--- src/rtl/dump_stream.sv ---
// dump_stream: serialises squeezed SHAKE rate blocks into a W-bit
// word stream with byte-exact length tracking and a masked final word.
module dump_stream #(
    parameter int W         = 64,
    parameter int MAX_RATE  = 1344,
    parameter int LEN_WIDTH = 32
) (
    input  logic                 clk,
    input  logic                 rst,
    input  logic                 start,
    input  logic [LEN_WIDTH-1:0] output_size,
    input  logic [1:0]           operation_mode,
    input  logic                 block_valid,
    output logic                 block_ready,
    input  logic [MAX_RATE-1:0]  rate_output,
    output logic [W-1:0]         data_out,
    output logic [W/8-1:0]       data_keep,
    output logic                 data_valid,
    input  logic                 data_ready,
    output logic                 data_last,
    output logic                 busy,
    output logic                 done
);
    localparam int BPW = W / 8;
    localparam int SH  = $clog2(BPW);
    localparam int BW  = LEN_WIDTH - 3;
    localparam int CW  = $clog2(1344 / W + 1);

    localparam logic [1:0]    SHAKE256_MODE_VEC = 2'b11;
    localparam logic [CW-1:0] WORDS_256 = CW'(1088 / W);
    localparam logic [CW-1:0] WORDS_128 = CW'(1344 / W);

    typedef enum logic [1:0] {
        IDLE,
        WAIT_BLOCK,
        DRAIN
    } state_t;

    state_t              state;
    logic [MAX_RATE-1:0] shift_buf;
    logic [BW-1:0]       bytes_left;
    logic [CW-1:0]       rate_words;
    logic [CW-1:0]       word_cnt;

    logic [BW-1:0] start_bytes;
    logic [BW:0]   need_words;
    logic [CW-1:0] blk_words;
    logic [BW-1:0] step;
    logic [BW-1:0] bytes_next;
    logic          is_final;
    logic          unused_size_bits;

    assign start_bytes      = output_size[LEN_WIDTH-1:3];
    assign unused_size_bits = ^output_size[2:0];

    // Words still owed for the job, capped by what one block can supply
    assign need_words = ({1'b0, bytes_left} + (BW+1)'(BPW - 1)) >> SH;
    assign blk_words  = (need_words < (BW+1)'(rate_words))
                      ? CW'(need_words) : rate_words;

    assign is_final   = bytes_left <= BW'(BPW);
    assign step       = is_final ? bytes_left : BW'(BPW);
    assign bytes_next = bytes_left - step;

    assign block_ready = (state == WAIT_BLOCK);
    assign data_valid  = (state == DRAIN);
    assign busy        = (state != IDLE);
    assign data_last   = data_valid && is_final;

    // A short final word keeps only its top bytes; the rest read as zero
    always_comb begin
        data_keep = '0;
        data_out  = '0;
        for (int i = 0; i < BPW; i++) begin
            data_keep[i] = data_valid &&
                (!is_final || (BW'(i) + bytes_left >= BW'(BPW)));
            data_out[8*i +: 8] = data_keep[i] ? shift_buf[8*i +: 8] : 8'h00;
        end
    end

    always_ff @(posedge clk or posedge rst) begin
        if (rst) begin
            state      <= IDLE;
            shift_buf  <= '0;
            bytes_left <= '0;
            rate_words <= '0;
            word_cnt   <= '0;
            done       <= 1'b0;
        end else begin
            done <= 1'b0;
            unique case (state)
                IDLE: begin
                    if (start) begin
                        bytes_left <= start_bytes;
                        rate_words <= (operation_mode == SHAKE256_MODE_VEC)
                                    ? WORDS_256 : WORDS_128;
                        if (start_bytes != '0) begin
                            state <= WAIT_BLOCK;
                        end else begin
                            done <= 1'b1;
                        end
                    end
                end
                WAIT_BLOCK: begin
                    if (block_valid) begin
                        shift_buf <= rate_output;
                        word_cnt  <= blk_words;
                        state     <= DRAIN;
                    end
                end
                DRAIN: begin
                    if (data_ready) begin
                        shift_buf  <= shift_buf >> W;
                        word_cnt   <= word_cnt - CW'(1);
                        bytes_left <= bytes_next;
                        if (word_cnt == CW'(1)) begin
                            if (bytes_next == '0) begin
                                state <= IDLE;
                                done  <= 1'b1;
                            end else begin
                                state <= WAIT_BLOCK;
                            end
                        end
                    end
                end
                default: state <= IDLE;
            endcase
        end
    end
endmodule

--- config.mk ---
export PLATFORM = sky130hd
export DESIGN_NAME = dump_stream
export DESIGN_NICKNAME = d
export VERILOG_FILES = /design/src/rtl/dump_stream.sv
export SDC_FILE = /design/constraint.sdc
export NUM_CORES = 2
export LEC_CHECK = 0
export CAP_MARGIN = 10
export CORE_AREA = 2 2 563 565
export CTS_BUF_LIST = sky130_fd_sc_hd__clkbuf_8
export DETAILED_ROUTE_END_ITERATION = 8
export DIE_AREA = 0 0 565 567
export GPL_ROUTABILITY_DRIVEN = 0
export GPL_TIMING_DRIVEN = 0
export PLACE_DENSITY = 0.36
export SLEW_MARGIN = 20
export SYNTH_ARGS = -nofsm -noshare
export SYNTH_HDL_FRONTEND = slang
export SYNTH_SLANG_ARGS = --single-unit
--- constraint.sdc ---
create_clock -name clk -period 62.5 [get_ports clk]
set_clock_uncertainty 0.15 [all_clocks]
set_input_delay 6.25 -clock clk [delete_from_list [all_inputs] [get_ports clk]]
set_output_delay 6.25 -clock clk [all_outputs]
set_load 0.01 [all_outputs]
==> impl_metrics.csv <==
group,metric,value,unit
status,outcome,"completed",
floorplanning,dieWidth,565,um
synthesis,synth_mux_area_frac,0.00144,
flow_run,cap_viol_max_count,0,
clocking,cts_buffer_depth,4,
timing,fmax,84.6,MHz
floorplanning,boundaryPins,1460,
synthesis,ys_ff_latch,1383,
critical_path,path_common_cell,"clkbuf_1",
synthesis,synth_top_cell_area_share,0.547,
synthesis,synth-seq-area-share,0.547,
clocking,cts_root_buf,"clkbuf_8",
clocking,cts_hold_buf,0,
final_layout,nets,10898,
route,wl_per_cell,29.4,um
synthesis,synth_edf_count,0,
global_route,grt.overflow.total,0,
timing,min_period,11820,ps
power_and_ir_drop,power_density,51.6,nW/um^2
clocking,cts_made_buffers,286,
placed_design,portBuffers,1456,
floorplanning,core_area,314000,sq um
synthesis,synth_async_sr_flop_share,1.00,
route,num_vias,66095,
critical_path,cpPeakStageDelay,760,ps
synthesis,synth_top_family_by_area,"simple AND/OR/NAND/NOR gates",
route,drtPass1Iterations,6,
floorplanning,rows,206,
synthesis,synthesis.nets,9133,
synthesis,ys_warn_count,0,
timing,period_share,0.189,
critical_path,cp.required,56100,ps
critical_path,crit_fanout,10,
synthesis,synth_compound_area_frac,0.154,
route,drc,0,
global_route,grt_pass1_vias,68609,
critical_path,reg2reg_setup_slack,57610,ps
synthesis,synth_flop_cell,"dfrtp_1",
route,drt_iter0_drc,4836,
synthesis,synth_most_common_cell,"nand2_1",
synthesis,syn-instance-count,7742,
timing,rsz0062_at_grt,"no",
power_and_ir_drop,ir_drop,18.3,uV
synthesis,yosysUniqueCellTypes,71,
final_layout,layout-drive-gt1-share,0.0466,
clocking,cts_max_level,5,
placed_design,dpl.cell_count,13378,
global_route,grt_max_degree,102,
floorplanning,start_util,0.201,
route,routed_via_density,4.74,
clocking,path_clk_slew,60,ps
timing,finalSetupViolations,0,
route,antenna_left,0,
synthesis,avgSynthCellArea,8.17,sq um
synthesis,ys_top_cells_by_area,"dfrtp_1 55%, nand2_1 16%, a31oi_1 13%",
timing,slew_viol_final,0,
final_layout,syn_to_final_growth,41.3,%
critical_path,cp-end-kind,"output port",
global_route,grtUsageTotal,0.248,
route,drt-total-wl,410000,um
synthesis,synthSimpleGateAreaFrac,0.255,
critical_path,start_kind,"flip-flop",
synthesis,synthAdderAreaFrac,0.00158,
synthesis,netlist_area,63200,sq um
critical_path,cp.arrival,5420,ps
clocking,cts.sinks,1383,
global_route,grt_pass1_wl,554000,um
critical_path,crit_type,"reg2out",
timing,fin_setup_tns,0,ps
timing,hold_viol,0,
clocking,cts_setup_buffers,0,
power_and_ir_drop,leakagePower,36.4,nW
clocking,postCtsResizedCells,0,
floorplanning,die_y,567,um
floorplanning,die_area,320000,sq um
synthesis,synthXorXnorAreaFrac,0.00194,
timing,timing.slew.headroom,0.232,
clocking,clk_latency,1030,ps
synthesis,netlist_top_cells_count,"2,614 x nand2_1, 1,383 x dfrtp_1, 1,334 x nor2_1, 1,295 x a31oi_1, 627 x clkbuf_1",
final_layout,n_fill_cell,34514,
clocking,tritoncts,"built",
global_route,antenna_found_initial,231,
critical_path,cp_cell_sequence,"clkbuf_1 > nor3_2 > nand2_1 > nor3_4 > and2_1 > clkbuf_1 > nand3_1 > and3_1 > clkdlybuf4s50_1",
placed_design,dpl.hpwl,341000,um
critical_path,slowest_stage,"nand3_1",
timing,max_slew.worst_pin.slew,1150,ps
worst_hold_path,hp-class,"reg2reg",
timing,hold_ws,351,ps
final_layout,layoutNonFillerInstCount,13951,
synthesis,yosysTopAreaCell,"dfrtp_1",
==> path summary, 6_finish.rpt <==
check / from / to / cells past startpoint
min: shift_buf[1287] / shift_buf[1287] / 1
max reg2reg: bytes_left[22] / done / 13
max in group asynchronous: rst / shift_buf[491] / 7
min in group asynchronous: rst / shift_buf[1327] / 2
min reg2reg: shift_buf[1287] / shift_buf[1287] / 1
max: bytes_left[22] / data_out[8] / 9
==> power by group <==
group          internal, mW  switching (mW)
registers              1.35           0.371
clock network         0.509           0.456
logic                 0.636            1.29
total                  2.50            2.11
==> routing by layer <==
layer / vias up / global-route usage / wire (um)
met5: - / 0 / 984
met4: 156 / 0.0864 / 13400
met3: 748 / 0.0603 / 27300
met2: 2510 / 0.433 / 204000
met1: 32886 / 0.293 / 164000
li1: 29795 / - / -
==> kinds of logic (layout without fill, tap and decap cells) <==
logic type | after synthesis | count (layout)
AND/OR/NAND/NOR | 4142 | 4142
AO/OA/AOI/OAI | 1527 | 1527
flip-flops | 1383 | 1383
buffers and inverters | 658 | 2623
XOR/XNOR | 14 | 14
multiplexers | 9 | 9
adder cells (fa/ha/maj) | 8 | 8
other | 1 | 85
==> state kept, by name, summed over array words and instances (netlist names) <==
name,count
state,2
word_cnt,5
rate_words,2
shift_buf,1344
bytes_left,29
done,1
==> stage by stage <==
stage	utilization	power (mW)	instance area [sq um]	worst slack, ps
global placement	0.264	3.64	83000	-3370
global route	0.284	4.92	89300	50500
detailed placement	0.266	3.67	83600	51900
CTS	0.284	4.65	89100	50790
finish	0.285	4.61	89400	50680
floorplan	-	2.71	63200	17100
==> worst max-delay path, delay by kind of cell, from the launching register on <==
kind	cells	cell delay, ps
buffers and inverters	3	1410
flip-flops	1	350
AND/OR/NAND/NOR	6	2650
==> area by class of cell <==
cell class	count	area (sq um)	share of cell area
Antenna cell	84	210	0.00235
Buffer	637	2420	0.0271
Clock buffer	348	4790	0.0536
Clock inverter	140	752	0.00842
Inverter	21	86.3	0.000966
Multi-Input combinational cell	5701	26200	0.293
Sequential cell	1383	34600	0.387
Tap cell	4160	5200	0.0583
Timing Repair Buffer	1477	15100	0.169
==> layout by cell type, fill, tap and decap left out, types with 14 or more instances in the layout <==
cell type	count
clkdlybuf4s50_1	1456
dfrtp_1	1383
nand4_1	15
o21ai_0	45
nor4_1	15
a22o_1	69
and3_1	16
clkbuf_2	14
nor3_1	21
clkbuf_1	613
and2_1	61
o22ai_1	14
nand2_1	2614
nand3_1	23
a31oi_1	1290
inv_1	121
diode_2	84
clkbuf_8	348
buf_16	17
nor2_1	1334
a21oi_1	50
Power figures use the tool's default switching activity.
